<file path="config.mk">
export PLATFORM = sky130hd
export DESIGN_NAME = sd_cmd_control
export DESIGN_NICKNAME = d
export VERILOG_FILES = /design/src/rtl/sd_cmd_control_pkg.sv /design/src/rtl/sd_crc7.sv /design/src/rtl/sd_cmd_control.sv
export SDC_FILE = /design/constraint.sdc
export NUM_CORES = 1
export LEC_CHECK = 0
export ABC_CLOCK_PERIOD_IN_PS = 2200
export BUFFER_PORTS_ARGS = -buffer_cell sky130_fd_sc_hd__buf_2
export CAP_MARGIN = 40
export CORE_MARGIN = 1.5
export CORE_UTILIZATION = 30
export DETAILED_ROUTE_END_ITERATION = 8
export MAX_ROUTING_LAYER = met4
export SETUP_SLACK_MARGIN = 0.05
export SLEW_MARGIN = 20
export SYNTH_ARGS = -nofsm -noshare
export SYNTH_HDL_FRONTEND = slang
export SYNTH_SLANG_ARGS = --single-unit
export TNS_END_PERCENT = 20
</file>
<file path="constraint.sdc">
create_clock -name in_sd_clk -period 2.2 [get_ports in_sd_clk]
set_input_delay 0.22 -clock in_sd_clk [delete_from_list [all_inputs] [get_ports in_sd_clk]]
set_output_delay 0.22 -clock in_sd_clk [all_outputs]
set_load 0.01 [all_outputs]
</file>
<file path="src/rtl/sd_cmd_control_pkg.sv">
// Shared definitions for the SD CMD line path: state encoding and frame geometry,
// also imported by the command receive shift register.
package sd_cmd_control_pkg;

    typedef enum logic [2:0] {
        CMD_STATE_IDLE    = 3'd0,
        CMD_STATE_SEND    = 3'd1,
        CMD_STATE_WAIT    = 3'd2,
        CMD_STATE_RECEIVE = 3'd3,
        CMD_STATE_FINISH  = 3'd4
    } cmd_state_t;

    localparam int CMD_FRAME_BITS = 48;
    localparam int CMD_CRC_FIRST  = 40;
    localparam int CMD_END_BIT    = CMD_FRAME_BITS - 1;
    localparam int RESP_END_SHORT = 46;
    localparam int RESP_END_LONG  = 134;

endpackage

</file>
<file path="src/rtl/sd_crc7.sv">
// Serial CRC7 (x^7 + x^3 + 1), zero seed, one message bit per enabled clock.
module sd_crc7 (
    input  logic       clk,
    input  logic       rst_n,
    input  logic       clear,
    input  logic       enable,
    input  logic       bit_in,
    output logic [6:0] crc
);

    logic feedback;

    assign feedback = crc[6] ^ bit_in;

    always_ff @(posedge clk or negedge rst_n) begin
        if (!rst_n) begin
            crc <= 7'd0;
        end else if (clear) begin
            crc <= 7'd0;
        end else if (enable) begin
            crc <= {crc[5:3], crc[2] ^ feedback, crc[1:0], feedback};
        end
    end

endmodule

</file>
<file path="src/rtl/sd_cmd_control.sv">
// SD CMD line controller: serialises the 48-bit command frame with CRC7, then waits
// for and times the card response. All outputs are registered.
module sd_cmd_control #(
    parameter int NCR_MAX    = 64,
    parameter int NCC_CYCLES = 8
) (
    input  logic        in_sd_clk,
    input  logic        hrst_n,
    input  logic        in_soft_reset,
    input  logic        in_command_start,
    input  logic [5:0]  in_command_index,
    input  logic [31:0] in_command_argument,
    input  logic        in_has_response,
    input  logic        in_long_response,
    input  logic        in_serial_cmd,
    output logic        out_sd_cmd,
    output logic        out_sd_cmd_oe,
    output logic [2:0]  out_current_state,
    output logic [7:0]  out_has_receive_bit,
    output logic        out_cmd_complete,
    output logic        out_cmd_timeout_error
);
    import sd_cmd_control_pkg::*;

    localparam logic [15:0] WAIT_LAST   = 16'(NCR_MAX - 1);
    localparam logic [7:0]  FINISH_LAST = 8'(NCC_CYCLES - 1);

    cmd_state_t  state, state_n;
    logic [5:0]  send_cnt, send_cnt_n;
    logic [15:0] wait_cnt, wait_cnt_n;
    logic [7:0]  finish_cnt, finish_cnt_n;
    logic [7:0]  recv_cnt, recv_cnt_n;
    logic [39:0] payload, payload_n;
    logic        has_resp, has_resp_n;
    logic        long_resp, long_resp_n;
    logic        sd_cmd_n, oe_n, complete_n, timeout_n;
    logic        crc_clear, crc_enable;
    logic [6:0]  crc;
    logic [7:0]  crc_ext;
    logic [2:0]  crc_sel;
    logic [7:0]  recv_end;

    // The CRC is fed one bit ahead of the line so its final value is ready at bit 40.
    sd_crc7 u_crc7 (
        .clk    (in_sd_clk),
        .rst_n  (hrst_n),
        .clear  (crc_clear),
        .enable (crc_enable),
        .bit_in (payload[38]),
        .crc    (crc)
    );

    assign crc_ext  = {1'b0, crc};
    assign crc_sel  = 3'(6'(CMD_END_BIT - 2) - send_cnt);
    assign recv_end = long_resp ? 8'(RESP_END_LONG) : 8'(RESP_END_SHORT);

    assign crc_clear  = !in_soft_reset || (state == CMD_STATE_IDLE && in_command_start);
    assign crc_enable = (state == CMD_STATE_SEND) && (send_cnt < 6'(CMD_CRC_FIRST - 1));

    always_comb begin
        state_n      = state;
        send_cnt_n   = send_cnt;
        wait_cnt_n   = wait_cnt;
        finish_cnt_n = finish_cnt;
        recv_cnt_n   = recv_cnt;
        payload_n    = payload;
        has_resp_n   = has_resp;
        long_resp_n  = long_resp;
        sd_cmd_n     = 1'b1;
        oe_n         = 1'b0;
        complete_n   = 1'b0;
        timeout_n    = out_cmd_timeout_error;

        case (state)
            CMD_STATE_IDLE: begin
                if (in_command_start) begin
                    state_n     = CMD_STATE_SEND;
                    payload_n   = {2'b01, in_command_index, in_command_argument};
                    has_resp_n  = in_has_response;
                    long_resp_n = in_long_response;
                    send_cnt_n  = 6'd0;
                    wait_cnt_n  = 16'd0;
                    recv_cnt_n  = 8'd0;
                    timeout_n   = 1'b0;
                    sd_cmd_n    = 1'b0;
                    oe_n        = 1'b1;
                end
            end
            // Each edge loads the line with the bit for the following send_cnt.
            CMD_STATE_SEND: begin
                oe_n       = 1'b1;
                send_cnt_n = send_cnt + 6'd1;
                payload_n  = payload << 1;
                if (send_cnt < 6'(CMD_CRC_FIRST - 1)) begin
                    sd_cmd_n = payload[38];
                end else if (send_cnt < 6'(CMD_END_BIT - 1)) begin
                    sd_cmd_n = crc_ext[crc_sel];
                end else if (send_cnt == 6'(CMD_END_BIT)) begin
                    oe_n         = 1'b0;
                    wait_cnt_n   = 16'd0;
                    finish_cnt_n = 8'd0;
                    state_n      = has_resp ? CMD_STATE_WAIT : CMD_STATE_FINISH;
                end
            end
            CMD_STATE_WAIT: begin
                wait_cnt_n = wait_cnt + 16'd1;
                if (!in_serial_cmd) begin
                    state_n    = CMD_STATE_RECEIVE;
                    recv_cnt_n = 8'd0;
                end else if (wait_cnt == WAIT_LAST) begin
                    state_n      = CMD_STATE_FINISH;
                    finish_cnt_n = 8'd0;
                    timeout_n    = 1'b1;
                end
            end
            CMD_STATE_RECEIVE: begin
                if (recv_cnt == recv_end) begin
                    state_n      = CMD_STATE_FINISH;
                    finish_cnt_n = 8'd0;
                end else if (recv_cnt != 8'hFF) begin
                    recv_cnt_n = recv_cnt + 8'd1;
                end
            end
            CMD_STATE_FINISH: begin
                if (finish_cnt == FINISH_LAST) begin
                    state_n    = CMD_STATE_IDLE;
                    complete_n = 1'b1;
                end else begin
                    finish_cnt_n = finish_cnt + 8'd1;
                end
            end
            default: state_n = CMD_STATE_IDLE;
        endcase

        if (!in_soft_reset) begin
            state_n      = CMD_STATE_IDLE;
            send_cnt_n   = 6'd0;
            wait_cnt_n   = 16'd0;
            finish_cnt_n = 8'd0;
            recv_cnt_n   = 8'd0;
            sd_cmd_n     = 1'b1;
            oe_n         = 1'b0;
            complete_n   = 1'b0;
            timeout_n    = 1'b0;
        end
    end

    always_ff @(posedge in_sd_clk or negedge hrst_n) begin
        if (!hrst_n) begin
            state                 <= CMD_STATE_IDLE;
            send_cnt              <= 6'd0;
            wait_cnt              <= 16'd0;
            finish_cnt            <= 8'd0;
            recv_cnt              <= 8'd0;
            payload               <= 40'd0;
            has_resp              <= 1'b0;
            long_resp             <= 1'b0;
            out_sd_cmd            <= 1'b1;
            out_sd_cmd_oe         <= 1'b0;
            out_cmd_complete      <= 1'b0;
            out_cmd_timeout_error <= 1'b0;
        end else begin
            state                 <= state_n;
            send_cnt              <= send_cnt_n;
            wait_cnt              <= wait_cnt_n;
            finish_cnt            <= finish_cnt_n;
            recv_cnt              <= recv_cnt_n;
            payload               <= payload_n;
            has_resp              <= has_resp_n;
            long_resp             <= long_resp_n;
            out_sd_cmd            <= sd_cmd_n;
            out_sd_cmd_oe         <= oe_n;
            out_cmd_complete      <= complete_n;
            out_cmd_timeout_error <= timeout_n;
        end
    end

    assign out_current_state   = state;
    assign out_has_receive_bit = recv_cnt;

endmodule

</file>
; ---- Word level (Yosys, flattened, before mapping)
; Cells that the tools add are included.
[op_classes]
addsub = 5
n_lt_le_gt_ge = 3
n_eq_ne = 28
mux = 61
bitwise = 2
reduce_logical = 15
[op_table]
columns = op, count
row1 = $mux 8, 14
row2 = $mux 16, 5
row3 = $pmux 39 s2, 1
row4 = $pmux 16 s3, 1
row5 = $mux 39, 1
row6 = $ne 3x3->1 const B, 11
row7 = $pmux 8 s4, 1
row8 = $mux 3, 10
row9 = $pmux 8 s3, 1
row10 = $mux 1, 17
row11 = $add 16x1->16 const B, 1
row12 = $add 8x1->8 const B, 2
row13 = $eq 16x6->1 const B, 1
row14 = $pmux 3 s5, 1
row15 = $mux 7, 2
row16 = $lt 6x6->1 const B, 2
row17 = $mux 6, 2
row18 = $pmux 6 s2, 1
row19 = $reduce_and 5->1, 2
row20 = $eq 8x3->1 const B, 1
row21 = $eq 8x8->1, 1
row22 = $ne 4x1->1 const B, 2
row23 = $ne 8x8->1 const B, 1
row24 = $reduce_and 8->1, 1
row25 = other kinds (23), 32
[word_totals]
register_bits = 93
in_bits = 45
output_inout_bits = 15
wordCells = 127

; ---- Logic depth before layout (Yosys ltp)
[depth]
word_depth = 7
depth_mapped = 8
mapped_depth_nobuf = 7

; ---- Hierarchy
; Synthesis repeated with hierarchy kept, for this count alone.
[hier_totals]
cells_unflattened = 544
area_unflattened_um2 = 4729.5
[modules_own_cells]
columns = mod, n_inst, cells_each, area_each_um2, seq_area_each_um2
row1 = sd_cmd_control, 1, 516, 4409.2, 2153.3
row2 = sd_crc7, 1, 28, 320.3, 175.2

; ---- Worst setup path before layout
; Ideal clock, no wire load.
[synth_path]
kind = reg-to-reg
start = reg send_cnt[1]
end = reg out_sd_cmd
setup_time_ps = 93
t_arrival_ps = 1771
required_ps = 2107
setup_slack_ps = 337
path_stages_with_launch = 7
path_buffers = 0
synth_period_minus_slack_ps = 1863
cell_sequence = dfrtp_1 > ha_1 > mux4_2 > nor2_1 > a31oi_1 > o311ai_0 > nand3b_1
[synth_via]
elab_chain_len = 7
word_cells_on_any_way = 9
classes_between = add/sub: 1 / order compare: 2 / mux: 6
[synth_rtl]
columns = item, line
row1 = "start, declared", sd_cmd_control.sv:29  ; logic [5:0] send_cnt, send_cnt_n;
row2 = "start signal, assigned", sd_cmd_control.sv:164  ; send_cnt <= send_cnt_n;
row3 = $sub 3x3->3, sd_cmd_control.sv:54  ; assign crc_sel = 3'(6'(CMD_END_BIT - 2) - send_cnt);
row4 = $bmux 1 s3, sd_cmd_control.sv:97  ; sd_cmd_n = crc_ext[crc_sel];
row5 = $mux 1 (not written as such), sd_cmd_control.sv:97
row6 = $mux 1, sd_cmd_control.sv:96  ; end else if (send_cnt < 6'(CMD_END_BIT - 1)) begin
row7 = $mux 1 (*), sd_cmd_control.sv:94  ; if (send_cnt < 6'(CMD_CRC_FIRST - 1)) begin
row8 = $pmux 1 s2 (*), sd_cmd_control.sv:74  ; case (state)
row9 = $mux 1 (*), sd_cmd_control.sv:135  ; if (!in_soft_reset) begin
row10 = named net sd_cmd_n, sd_cmd_control.sv:36  ; logic sd_cmd_n, oe_n, complete_n, timeout_n;
row11 = "end signal, assigned", sd_cmd_control.sv:171  ; out_sd_cmd <= sd_cmd_n;
row12 = "end, declared", sd_cmd_control.sv:16  ; output logic out_sd_cmd,
; Mark *: on every way through the listed nets, which the timed path passes. The rest lies on a longest branch. The select of a mux whose other input is x is not followed.
; A chain may end at the register's enable or synchronous reset.

; ---- Worst setup path after layout
; Same ends and word-level chain as after synthesis.

==> flow_summary.ini <==
[clocking]
clk_pin_slew_worst_paths_ps = 70
cts_made_buffers = 9
htreeDepth = 3
cts_tree = yes
insertion_delay_ps = 350
cts_sinks = 93
root_buffer = clkbuf_16
cts_setup_buffers = 0
clockBufferDepth = 2

[setup_path]
crit_type = flop to flop
crit_path_end_kind = flop
setup.worst_path.start = send_cnt[1]
r2r-start = send_cnt[1]
critPathArrivalTime_ps = 2250
worstPathRequired_ps = 2460
startpoint_type = flop
crit_path_max_fanout = 6

[drt]
antenna_left = 0
drt_first_pass_iters = 4
drt-wirelength-per-cell_um = 14.3
drtIter0Drc = 250
wirelength_um = 11200
drc_errors = 0
routed_via_density = 5.05
via_count = 3948

[power_and_ir_drop]
p_leak_nw = 2.58
switchingPower_mw = 2.26
power_frac_comb_pct = 34.1
p_per_area_nw_per_um2 = 1070
p_int_mw = 3.99
switching_share_pct = 36.2
clockPowerShare_pct = 25.2
ir_worst_vdd_v = 0.000434
power.share.sequential_pct = 40.7

[timing]
skew_ps = 8.15
totalNegativeSetupSlack_ps = 0
drv_slew = 0
layout_worst_path_cycle_share_pct = 90.6
finalCriticalPeriod_ps = 1990
relSlewSlack_pct = 57.5
timing.hold.ws_ps = 98.0
setup-violations-final = 0
tightest_slew_ps = 638
finalHoldViolCount = 0
rsz0062_at_grt = no
fmax_mhz = 502

[global_route]
grt-ovfl-total = 0
grt_pass1_vias = 3942
antenna_found_initial = 1
grt_max_degree = 77
grt_pass1_wl_um = 19100
grt_util_all_layers_pct = 13.8

[synth]
postSynthCellCount = 505
ys_types = 66
synth.ff_latch_count = 93
syn-mean-instance-area_um2 = 9.89
seq_area_frac_synth_pct = 46.6
syn-cell-area_um2 = 4990
async_reset_ff_share_pct = 100
synth-edff-count = 0
synth-main-ff-cell = dfrtp_1
syn_nets = 556
synth_warnings = 0

[die]
initial_core_util_pct = 31.1
die_h_um = 132
rows = 46
core_um2 = 16100
ios = 60
die_area_um2 = 17400
die_w_um = 132

[cells_and_area]
design_area_um2 = 5860
drive_above_1_share_pct = 20.5
fin_cells = 782
syn_to_final_growth_pct = 17.2
final_nets = 611

[outcome]
status = completed

[placed_design]
post_dp_cell_area_um2 = 5550
placed_cells = 764
dp_hpwl_um = 7850
portBuffers = 59
routabilityCongestion = 0.826

[worst_hold_path]
hp-start = in_command_argument[0]
hold_path_class = input port to flop

[job]
drv_cap = 0
==> final timing paths <==
kind	to	slack, ps	cells after the start
setup / recovery	out_sd_cmd	210	6
setup reg to reg	out_sd_cmd	210	6
max in group asynchronous	send_cnt[1]	1200	3
hold reg to reg	payload[3]	480	2
min in group asynchronous	out_has_receive_bit[0]	370	2
hold / removal	payload[0]	100	3
==> registers in the layout, summed over array words and instances, names as in the netlist <==
register and cells:
out_cmd_timeout_error 1, long_resp 1, out_current_state 3, out_sd_cmd 1, out_cmd_complete 1, payload 39
has_resp 1, out_has_receive_bit 8, send_cnt 6, out_sd_cmd_oe 1, finish_cnt 8, u_crc7.crc 7
wait_cnt 16
==> through the flow <==
stage	util, %	setup slack, ps	power, mW
floorplan	-	337	4.15
global placement	34.5	254	4.65
detailed placement	34.5	208	4.74
CTS	36.5	209	6.35
global route	36.5	85.3	6.74
finish	36.5	207	6.25
==> worst max-delay path, cell delays in order (launching register included) <==
cell and delay (ps):
dfrtp_1 430, ha_1 370, mux4_2 510, nor2_1 90, a31oi_1 40, o311ai_0 340, nand3b_1 120
==> power by group through the flow <==
stage	registers, mW	logic [mW]	clock network (mW)
global placement	2.56	2.09	0
detailed placement	2.58	2.16	0
finish	2.54	2.13	1.57
floorplan	2.47	1.68	0
CTS	2.55	2.17	1.64
global route	2.61	2.42	1.70
==> cell usage after synthesis (4+ instances only) <==
| cell | count | area (um2) |
|---|---|---|
| dfrtp_1 | 92 | 2300 |
| o21ai_0 | 70 | 350 |
| nand2_1 | 61 | 229 |
| mux2i_1 | 40 | 400 |
| nor2_1 | 25 | 93.8 |
| and3_1 | 21 | 131 |
| a21oi_1 | 20 | 100 |
| nand3_1 | 19 | 95.1 |
| a31oi_1 | 12 | 75.1 |
| clkbuf_1 | 11 | 41.3 |
| buf_2 | 9 | 45.0 |
| buf_4 | 9 | 67.6 |
| a22o_1 | 8 | 70.1 |
| inv_1 | 8 | 30.0 |
| nand4_1 | 8 | 50.1 |
| ha_1 | 6 | 75.1 |
| nor2b_1 | 5 | 31.3 |
| xor2_1 | 5 | 43.8 |
| a31oi_4 | 4 | 85.1 |
| and2_1 | 4 | 25.0 |
| o21ai_1 | 4 | 20.0 |
==> logic make-up after synthesis <==
logic type               synth area share [%]
AO/OA/AOI/OAI                            19.3
buffers and inverters                    4.36
flip-flops                               46.6
adder cells (fa/ha/maj)                  1.50
AND/OR/NAND/NOR                          18.5
multiplexers                             8.47
XOR/XNOR                                 1.23
==> metal layers <==
layer / part of all wire [%] / vias up / global-route usage (%)
met5: 0 / - / -
met4: 1.3 / 0 / 3.77
met3: 4.7 / 12 / 3.96
met2: 48 / 76 / 21.8
met1: 46 / 1913 / 17.2
li1: - / 1947 / -
==> cells in the final DEF, fill, tap and decap left out, types with 3 or more instances in the layout <==
cell	instances
and3_1	21
ha_1	6
o21ai_1	4
buf_12	3
a31oi_1	12
nor4_1	3
a22o_1	8
a31oi_4	4
dfrtp_1	92
and2_1	4
nor2b_1	5
buf_4	14
xor2_1	5
a21oi_2	3
buf_2	58
nor2_1	25
nand2_1	61
inv_6	3
a21o_1	3
clkbuf_16	9
nand3_1	19
a21oi_1	20
nand4_1	8
inv_1	8
mux2i_1	40
o21ai_0	70
==> area by class of cell <==
class                           instances  area (um2)
Fill cell                            1624       10200
Multi-Input combinational cell        372        2460
Sequential cell                        93        2330
Timing Repair Buffer                   76         465
Tap cell                              216         270
Clock buffer                           10         229
Clock inverter                          6        68.8
Inverter                                8        30.0
Antenna cell                            1        2.50
==> what timing repair did <==
| action | 4_1_cts | 5_1_grt |
|---|---|---|
| resized for setup | 0 | 0 |
| endpoints found under the hold margin | 31 | 0 |
| endpoints found under the setup margin | 0 | 0 |
| hold buffers | 1 | 0 |
Note: power is estimated with default switching activity, not from simulation.
